## src/rtl/sbox_share_sched.sv

```systemverilog
// sbox_share_sched: shares LANES AES S-boxes between a 128-bit SubBytes
// requester and a 32-bit SubWord requester. Requests are granted round-robin
// and each result is returned in a register over a valid/ready handshake.
// Ports: clk, rst (sync, active high);
//   st_req_valid/st_req_ready/st_data_in   state request (128 bit)
//   st_rsp_valid/st_rsp_ready/st_data_out  state result
//   key_req_valid/key_req_ready/key_word_in  SubWord request (32 bit)
//   key_rsp_valid/key_rsp_ready/key_word_out SubWord result
// Macro SBOX_SHARE_KEY_EN enables the key port; when it is undefined the
// key outputs are tied to 0 and the key inputs are ignored.
`timescale 1ns/1ps
module sbox_share_sched #(
  parameter int LANES = 4
) (
  input  logic         clk,
  input  logic         rst,
  input  logic         st_req_valid,
  output logic         st_req_ready,
  input  logic [127:0] st_data_in,
  output logic         st_rsp_valid,
  input  logic         st_rsp_ready,
  output logic [127:0] st_data_out,
  input  logic         key_req_valid,
  output logic         key_req_ready,
  input  logic [31:0]  key_word_in,
  output logic         key_rsp_valid,
  input  logic         key_rsp_ready,
  output logic [31:0]  key_word_out
);

  localparam int NB = 16 / LANES;
  localparam int BW = $clog2(NB) + 1;

  localparam logic [2047:0] SBOX = {
    128'h637c777bf26b6fc53001672bfed7ab76,
    128'hca82c97dfa5947f0add4a2af9ca472c0,
    128'hb7fd9326363ff7cc34a5e5f171d83115,
    128'h04c723c31896059a071280e2eb27b275,
    128'h09832c1a1b6e5aa0523bd6b329e32f84,
    128'h53d100ed20fcb15b6acbbe394a4c58cf,
    128'hd0efaafb434d338545f9027f503c9fa8,
    128'h51a3408f929d38f5bcb6da2110fff3d2,
    128'hcd0c13ec5f974417c4a77e3d645d1973,
    128'h60814fdc222a908846eeb814de5e0bdb,
    128'he0323a0a4906245cc2d3ac629195e479,
    128'he7c8376d8dd54ea96c56f4ea657aae08,
    128'hba78252e1ca6b4c6e8dd741f4bbd8b8a,
    128'h703eb5664803f60e613557b986c11d9e,
    128'he1f8981169d98e949b1e87e9ce5528df,
    128'h8ca1890dbfe6426841992d0fb054bb16
  };

  function automatic logic [7:0] sbox(input logic [7:0] a);
    return SBOX[(255 - int'(a)) * 8 +: 8];
  endfunction

  typedef enum logic [2:0] {
    IDLE,
    ST_BUSY,
    ST_RESP
`ifdef SBOX_SHARE_KEY_EN
    ,
    KEY_BUSY,
    KEY_RESP
`endif
  } state_t;

  state_t          state;
  state_t          state_d;
  logic [BW-1:0]   beat;
  logic            last_key;
  logic [127:0]    opnd;
  logic [127:0]    res;
  logic            st_acc;
  logic            last_beat;
  logic [7:0]      lane_in  [LANES];
  logic [7:0]      lane_out [LANES];
`ifdef SBOX_SHARE_KEY_EN
  logic            key_acc;
  logic            key_win;
`else
  logic            unused_key;
  assign unused_key = ^{key_req_valid, key_rsp_ready, key_word_in};
`endif

  // Lane l serves byte beat*LANES+l of the operand; the key word sits in
  // the low 32 bits and is served by lanes 0..3 in a single beat.
  always_comb begin
    for (int l = 0; l < LANES; l++) begin
      lane_in[l] = opnd[8 * (15 - ((int'(beat) * LANES + l) & 15)) +: 8];
`ifdef SBOX_SHARE_KEY_EN
      if (state == KEY_BUSY && l < 4)
        lane_in[l] = opnd[8 * (3 - l) +: 8];
`endif
      lane_out[l] = sbox(lane_in[l]);
    end
  end

  always_comb begin
    state_d       = state;
    st_req_ready  = 1'b0;
    key_req_ready = 1'b0;
    st_acc        = 1'b0;
    last_beat     = (beat == BW'(NB - 1));
`ifdef SBOX_SHARE_KEY_EN
    key_acc       = 1'b0;
    key_win       = 1'b0;
`endif
    unique case (state)
      IDLE: begin
`ifdef SBOX_SHARE_KEY_EN
        // Key wins a tie only when the state side was served last.
        key_win       = key_req_valid & (~st_req_valid | ~last_key);
        st_req_ready  = ~rst & ~key_win;
        key_req_ready = ~rst & ~(st_req_valid & ~key_win);
        key_acc       = key_req_valid & key_req_ready;
        if (key_acc)
          state_d = KEY_BUSY;
`else
        st_req_ready  = ~rst;
`endif
        st_acc = st_req_valid & st_req_ready;
        if (st_acc)
          state_d = ST_BUSY;
      end
      ST_BUSY:
        if (last_beat)
          state_d = ST_RESP;
      ST_RESP:
        if (st_rsp_ready)
          state_d = IDLE;
`ifdef SBOX_SHARE_KEY_EN
      KEY_BUSY:
        state_d = KEY_RESP;
      KEY_RESP:
        if (key_rsp_ready)
          state_d = IDLE;
`endif
      default:
        state_d = IDLE;
    endcase
  end

  always_ff @(posedge clk) begin
    if (rst) begin
      state    <= IDLE;
      beat     <= '0;
      last_key <= 1'b0;
      opnd     <= '0;
      res      <= '0;
    end else begin
      state <= state_d;
      if (st_acc) begin
        opnd     <= st_data_in;
        beat     <= '0;
        last_key <= 1'b0;
      end
`ifdef SBOX_SHARE_KEY_EN
      if (key_acc) begin
        opnd     <= {96'b0, key_word_in};
        beat     <= '0;
        last_key <= 1'b1;
      end
      if (state == KEY_BUSY) begin
        for (int l = 0; l < 4; l++)
          res[8 * (3 - l) +: 8] <= lane_out[l];
      end
`endif
      if (state == ST_BUSY) begin
        for (int l = 0; l < LANES; l++)
          res[8 * (15 - ((int'(beat) * LANES + l) & 15)) +: 8] <= lane_out[l];
        beat <= beat + 1'b1;
      end
    end
  end

  assign st_rsp_valid = (state == ST_RESP);
  assign st_data_out  = res;
`ifdef SBOX_SHARE_KEY_EN
  assign key_rsp_valid = (state == KEY_RESP);
  assign key_word_out  = res[31:0];
`else
  assign key_rsp_valid = 1'b0;
  assign key_word_out  = 32'b0;
`endif

endmodule

```

## config.mk

```make
export PLATFORM = sky130hd
export DESIGN_NAME = sbox_share_sched
export DESIGN_NICKNAME = d
export VERILOG_FILES = /design/src/rtl/sbox_share_sched.sv
export SDC_FILE = /design/constraint.sdc
export NUM_CORES = 1
export LEC_CHECK = 0
export CAP_MARGIN = 20
export CORE_MARGIN = 3
export CORE_UTILIZATION = 25
export CTS_CLUSTER_SIZE = 16
export DETAILED_ROUTE_END_ITERATION = 10
export HOLD_SLACK_MARGIN = 0.08
export MAX_ROUTING_LAYER = met4
export PLACE_DENSITY_LB_ADDON = 0.05
export SETUP_SLACK_MARGIN = 0.05
export SYNTH_ARGS = -nofsm -noshare
export SYNTH_HDL_FRONTEND = slang
export SYNTH_SLANG_ARGS = --single-unit
```

## constraint.sdc

```tcl
create_clock -name clk -period 5.2 [get_ports clk]
set_input_delay 1.56 -clock clk [delete_from_list [all_inputs] [get_ports clk]]
set_output_delay 1.56 -clock clk [all_outputs]
set_load 0.01 [all_outputs]
```

# ---- After elaboration in Yosys (flattened, before gate mapping)
# Cells that the tools add are included.
dict set report op_classes {
  eq_ne 6
  add_sub_neg 16
  bitwise_logic 2
  reduce_logical 3
  shift 16
  n_mux 12
}
# op n
set ops {}
lappend ops {{$shiftx A2048 B12 Y8 const A} 4}
lappend ops {{$bwmux W128} 4}
lappend ops {{$shift A8 B33 Y128 const A} 4}
lappend ops {{$shiftx A128 B8 Y8} 4}
lappend ops {{$shiftx A8 B33 Y128} 4}
lappend ops {{$neg A8 Y33} 4}
lappend ops {{$sub A8 B8 Y9 const A} 4}
lappend ops {{$sub A4 B4 Y5 const A} 4}
lappend ops {{$mux W3} 5}
lappend ops {{$pmux W3 S3} 1}
lappend ops {{$add A4 B2 Y4 const B} 2}
lappend ops {{$eq A3 B2 Y1 const B} 2}
lappend ops {{$add A4 B1 Y4 const B} 1}
lappend ops {{$ne A2 B2 Y1 const B} 2}
lappend ops {{$add A3 B1 Y3 const B} 1}
lappend ops {{$eq A3 B1 Y1 const B} 1}
lappend ops {{$logic_not A3 Y1} 1}
lappend ops {{$reduce_and A3 Y1} 1}
lappend ops {{$mux W1} 2}
lappend ops {{$ne A2 B1 Y1 const B} 1}
lappend ops {{$reduce_bool A2 Y1} 1}
lappend ops {{$and A1 B1 Y1} 1}
lappend ops {{$not A1 Y1} 1}
dict set report word_totals {
  out_inout_bits 164
  regBits 262
  wordCells 59
  in_bits 166
}

# ---- Longest topological paths before layout
# Gate-level depths: netlist of the first run.
dict set report depth {
  depth_word 9
  ltp_mapped 16
  depth_no_buf 11
}

# ---- Least setup slack after synthesis of the first run
# OpenSTA, ideal clock, no wires.
dict set report synth_path {
  kind {reg2reg}
  start {reg beat[1]}
  end {reg res[36] (netlist: st_data_out[36])}
  stages_incl_launch_ff 15
  path_buffers 5
  arrival_time_ps 3697
  setup_ps 128
  period_less_slack_ps 3825
  t_required_ps 5072
  slack_ps 1375
  cell_sequence {dfxtp_1 buf_6 mux4_2 clkbuf_1 clkbuf_1 clkbuf_1 inv_1 ha_1 clkbuf_1 nor2_1 or3_1 a311o_1 a31o_1 a32oi_1 o21ai_1}
}
dict set report synth_between {
  elab_chain_cells 9
  elab_cells_between_ends 35
  cone_classes {15 x add/sub; 16 x shift; 4 x mux}
}
# element line
set synth_lines {}
lappend synth_lines {{start: declaration} 70} ;# logic [BW-1:0] beat;
lappend synth_lines {{start signal: assignment} 172} ;# beat <= beat + 1'b1;
lappend synth_lines {{$add A4 B1 Y4 or $sub A4 B4 Y5 (tied branches)} {90, 171}}
lappend synth_lines {{$sub A4 B4 Y5 or $shiftx A128 B8 Y8 (tied branches)} {90, 171}}
lappend synth_lines {{$shiftx A128 B8 Y8 or $sub A8 B8 Y9 (tied branches)} {90, 54}}
lappend synth_lines {{$sub A8 B8 Y9 or $shiftx A2048 B12 Y8 (tied branches)} 54} ;# return SBOX[(255 - int'(a)) * 8 +: 8];
lappend synth_lines {{$shiftx A2048 B12 Y8 or $shiftx A8 B33 Y128 (tied branches)} {54, 171}}
lappend synth_lines {{$shiftx A8 B33 Y128 or $bwmux W128 (tied branches)} 171} ;# res[8 * (15 - ((int'(beat) * LANES + l) & 15)) +: 8] <= lane_out[l];
lappend synth_lines {{$bwmux W128 (2 in a row)} 171}
lappend synth_lines {{$bwmux W128 (*)} 171}
lappend synth_lines {{end signal: indexed assignment} 171}
lappend synth_lines {{end: declaration} 73} ;# logic [127:0] res;
# Every way passes the cells marked *; elsewhere a longest branch is shown, timed or not.
# A chain may end at the register's enable or synchronous reset.

# ---- Worst setup path after layout of the first run
dict set report layout_path {
  start {reg beat[0]}
  end {reg res[52] (netlist: st_data_out[52])}
}
# The elaborated chain is that of the path after synthesis.

==> results.tsv, run 1 <==
metric	value	unit
fin area	29000	um2
TritonCTS Buffers	34	
Synth area leaders	dfxtp_1 (22%), o21ai_0 (6.4%), nand2_1 (5.9%), nand2b_1 (5.4%), a21oi_1 (3.7%)	
vias in the first global route	27300	
Max-cap violations	0	
die area	99800	um2
Filler cells	10200	
largest net degree at the start of global routing	124	
outcome	finished, final reports clean	
Slew headroom	27.9	%
critical path class	register to register	
ratio of cells with drive above 1 in the final layout	10.6	%
GP Congestion	0.994	
Post-synth ARST share	0	%
worst vdd ir	0.207	mV
gr ovfl total	0	
GRT Overall Usage	26.4	%
DP Area	27900	um2
Syn Inst Count	3258	
Worst Path Max Fanout	82	
Max Slew Vio Count	0	
PostCTS Resize Cnt	0	
commonest non-fill, non-tap cell in the layout	nand2_1	
Clock Sinks	261	
clock skew	0.0299	ns
leakage power	0.00962	uW
Rows	113	
Hold-fix buffers, CTS	0	
RSZ-0062 raised after global routing	false	
Final period util	85.4	%
Fmax achieved	225	MHz
Finished Layout Cells	4669	
Root Buffer	clkbuf_16	
Critical Path Max Stage Delay	1.07	ns
Critical Path End Type	register	
TNS Setup	0	ns
sequential area share after synthesis	21.8	%
register clock-pin slew on the reported worst setup and hold paths	0.06	ns
Tmin final	4.44	ns
setup violation total in the final timing report	0	
Core ar.	95200	um2
initial drt markers	4027	
Post-Syn Area	24000	um2
Final Hold Viols	0	
Pwr Density	283	nW/um2
Placed Cells	4608	
Routed Wire Length	134000	um
DP Wirelength	95600	um
Multi-input gate area	17000	um2
worst slew pin tran	1.08	ns
Starting Density	25.2	%
# IOs	330	
H-tree lvl count	2	
most used cell, CP	buf_4	
PortBufs	261	
register area	5230	um2
Final Net Count	3600	
die outline width	316	um
DRT antenna net count	0	
startpoint types	register	
Syn. warnings	0	
most frequent cells in the layout	nand2_1 (379), o21ai_0 (305), clkdlybuf4s50_1 (260)	
post-CTS setup buffers	0	
DR vias	28400	
DRC viols	0	
post-synthesis average cell area	7.37	um2
top cell type's share of synthesized area	21.8	%
global-route wire length before repair	193000	um
largest area contributor in the netlist	dfxtp_1	
Req. time, crit path	5.72	ns
slowest CP cell	mux4_4	
drt wl/cell	28.6	um
CP Cell Sequence	buf_4, mux4_4, nor2_1, o21ai_0, a311oi_1, nor4_1, o221ai_1, buf_4, a22o_1	
number of library cell types mapped by synthesis	106	
Top FF cell, synth	dfxtp_1	
clk_lat worst skew	0.58	ns
first-pass detailed-route iteration total	6	
initial antenna violation count	4	
Synth Register Bits	261	
Worst Hold Class	register to register	
Area Overhead vs Synth	21.0	%
number of flops mapped to enable cells by yosys	0	
CTS tree	done	
via-per-instance ratio	6.08	
clk buf depth	3	
Crit path arrival time	4.96	ns
die height	316	um
## final timing paths
check	startpoint	endpoint	slack, ns	depth (start not counted)
min reg2reg	st_data_out[40]	st_data_out[40]	0.45	2
max	beat[0]	st_data_out[52]	0.76	9
max reg2reg	beat[0]	st_data_out[52]	0.76	9
min	st_data_out[40]	st_data_out[40]	0.45	2
## synthesized netlist by cell type (all sizes together), types with 12 or more instances
cell type  count
nand2        380
o21ai        338
dfxtp        261
nand2b       208
clkbuf       205
buf          183
a21oi        176
nor2         153
nand3         80
nor3          77
mux2i         71
o211ai        67
a31oi         58
ha            55
a211oi        46
a221oi        45
nor2b         45
and2          44
a22o          43
o31ai         43
inv           42
a311oi        39
o311ai        35
mux2          31
mux4          30
or2           30
o22ai         29
o32ai         29
o221ai        24
and3          22
or3           22
a32oi         21
nand3b        21
a2111oi       19
nand4         18
nor4          18
o2111ai       18
a221o         15
a311o         13
a211o         12
a22oi         12
a2bb2oi       12
o21a          12
## worst max-delay path, delay by kind of cell, from the launching register on
kind	cells	cell delay [ns]
AND/OR/NAND/NOR	2	0.96
flip-flops	1	0.69
AO/OA/AOI/OAI	4	1.16
multiplexers	1	1.07
buffers and inverters	2	0.50
## where the power goes
group / leakage (uW) / internal (uW) / total, uW / switching [uW]
registers: 0.00213 / 2100 / 2180 / 74.3
clock network: 0.000541 / 1370 / 2330 / 957
logic: 0.00695 / 1270 / 3730 / 2460
## final cells by class
class | count | area share [%]
diodes | 4 | 0.0345
inverters | 44 | 0.569
multi-input cells | 2598 | 58.4
flip-flops and latches | 261 | 18.0
repair buffers | 440 | 13.8
well taps | 1265 | 5.45
clock buffers | 44 | 3.20
clock inverters | 13 | 0.573
## metrics by stage
step	power (uW)	worst slack (ns)	util (%)	hold WS, ns
floorplan	4370	1.38	-	0.446
CTS	8210	0.784	30.5	0.446
global placement	5900	0.745	29.4	0.435
finish	8230	0.757	30.5	0.447
global route	8600	0.540	30.5	0.463
detailed placement	5830	0.791	29.4	0.440
## cell families after synthesis
family / count (synthesis) / synth area share (%)
adders and majority gates: 55 / 2.87
other: 1 / 0.0156
muxes: 132 / 7.31
and+or+nand+nor: 1147 / 24.0
xor gates and xnor gates: 10 / 0.427
AOI/OAI and AO/OA: 1220 / 35.3
DFF: 261 / 21.8
buffers and inverters: 432 / 8.34
## metal layers
layer,wire [um],GRT usage (%),vias to the layer above,part of all wire (%)
met3,12500,5.39,374,9.4
met1,55900,34.1,13800,42
met5,0,-,-,0
met2,59400,40.7,1789,44
met4,5860,9.93,0,4.4
li1,-,-,12500,-
## registers in the layout, indices dropped and copies added, names as in the netlist
register / flops
state: 2
st_data_out: 128
beat: 3
opnd: 128
Power figures use the tool's default switching activity.
==> inputs of run 2 (changes only) <==
==> constraint.sdc (replaced) <==
create_clock -name clk -period 5.2 [get_ports clk]
set_input_delay 1.56 -clock clk [delete_from_list [all_inputs] [get_ports clk]]
set_output_delay 1.56 -clock clk [all_outputs]
set_load 0.1 [all_outputs]
==> run 2 against run 1 <==
Against the previous run: register-to-register slack worse by 0.37 ns; critical path depth grew 3; highest routed layer unchanged; fmax decreased by 7.8%; die area unchanged; count of clock-buffer cells in the layout unchanged; hold slack about the same.
==> results.tsv, run 2 (same netlist as run 1, synthesis figures left out) <==
metric	value	unit
Hold-fix buffers, CTS	0	
CTS tree	done	
setup violation total in the final timing report	0	
Starting Density	25.2	%
RSZ-0062 raised after global routing	false	
post-CTS setup buffers	0	
DP Area	28300	um2
ratio of cells with drive above 1 in the final layout	11.7	%
# IOs	330	
gr ovfl total	0	
clock skew	0.0269	ns
Final period util	92.6	%
worst slew pin tran	1.15	ns
startpoint types	register	
DRC viols	0	
Pwr Density	297	nW/um2
leakage power	0.00984	uW
Critical Path End Type	register	
Fmax achieved	208	MHz
worst vdd ir	0.151	mV
R2R depth	12	
H-tree lvl count	2	
Worst Path Max Fanout	58	
TritonCTS Buffers	35	
GP Congestion	1.02	
first-pass detailed-route iteration total	6	
Filler cells	10300	
die outline width	316	um
DR vias	28900	
DP Wirelength	99800	um
Final Hold Viols	0	
die area	99800	um2
Routed Wire Length	139000	um
Core ar.	95200	um2
Max Slew Vio Count	0	
initial drt markers	3818	
drt wl/cell	29.5	um
DRT antenna net count	0	
via-per-instance ratio	6.13	
die height	316	um
Root Buffer	clkbuf_16	
most frequent cells in the layout	nand2_1 (379), o21ai_0 (305), dfxtp_1 (259), clkdlybuf4s50_1 (259), buf_4 (212)	
outcome	finished, final reports clean	
critical path class	register to register	
vias in the first global route	28000	
register clock-pin slew on the reported worst setup and hold paths	0.06	ns
largest net degree at the start of global routing	111	
hold depth	2	
hold slack	0.446	ns
Clock Sinks	261	
GRT Overall Usage	27.4	%
Slew headroom	23.1	%
global-route wire length before repair	200000	um
Max-cap violations	0	
Worst Hold Class	register to register	
PostCTS Resize Cnt	0	
PortBufs	261	
TNS Setup	0	ns
clk buf depth	3	
Crit path arrival time	5.21	ns
fin area	29400	um2
Rows	113	
Req. time, crit path	5.59	ns
Area Overhead vs Synth	22.6	%
Tmin final	4.82	ns
Final Net Count	3640	
commonest non-fill, non-tap cell in the layout	nand2_1	
initial antenna violation count	4	
clk_lat worst skew	0.57	ns
==> run 2: changes by cell type in the layout (fill, tap and decap cells not counted), moves of 2 or more <==
| cell | delta |
|---|---|
| clkinv_2 | -2 |
| buf_12 | +4 |
| buf_4 | +36 |
| clkbuf_8 | -2 |
| clkbuf_16 | +2 |
==> run 2: final cells by class <==
type / count / area, um2 / area share (%)
inverters: 44 / 165 / 0.561
multi-input cells: 2598 / 17000 / 57.7
well taps: 1265 / 1580 / 5.38
clock buffers: 44 / 951 / 3.23
diodes: 4 / 10.0 / 0.0340
flip-flops and latches: 261 / 5230 / 17.8
clock inverters: 12 / 175 / 0.595
repair buffers: 479 / 4340 / 14.8
==> run 2: final timing paths <==
check | slack [ns] | to | start
min | 0.45 | st_data_out[105] | st_data_out[105]
max reg2reg | 0.38 | st_data_out[50] | beat[0]
max | 0.38 | st_data_out[50] | beat[0]
min reg2reg | 0.45 | st_data_out[105] | st_data_out[105]
==> run 2: power by group <==
| part | switching, uW | leakage (uW) | internal [uW] |
|---|---|---|---|
| logic | 2820 | 0.00716 | 1320 |
| registers | 75.9 | 0.00213 | 2100 |
| clock network | 968 | 0.000552 | 1450 |
==> run 2: critical path, cell delays in order, from the launching register on <==
cell and delay [ns]:
dfxtp_4 0.64, buf_4 0.28, inv_2 0.23, mux2_2 0.42
buf_4 0.60, ha_1 0.47, nor2b_1 0.31, a311oi_1 0.09
o31ai_1 0.28, a2bb2oi_1 0.17, a221oi_1 0.76, buf_4 0.26
o21ai_0 0.09
==> run 2: layer usage <==
layer,vias to the layer above,share of wire [%],track usage (%)
li1,12600,-,-
met2,1790,43,40.5
met4,0,4.7,11.5
met1,14100,43,36.2
met3,361,9.4,5.54
met5,-,0,-
==> run 2: stage by stage <==
step / setup slack, ns / total power, uW / std cells / util (%)
after floorplan: 0.844 / 4680 / 3291 / -
after global placement: 0.400 / 6290 / 4646 / 29.7
after detailed placement: 0.462 / 6220 / 4647 / 29.7
after CTS: 0.438 / 8700 / 4703 / 30.9
after global routing: 0.260 / 9080 / 4705 / 30.9
final: 0.382 / 8740 / 4707 / 30.9
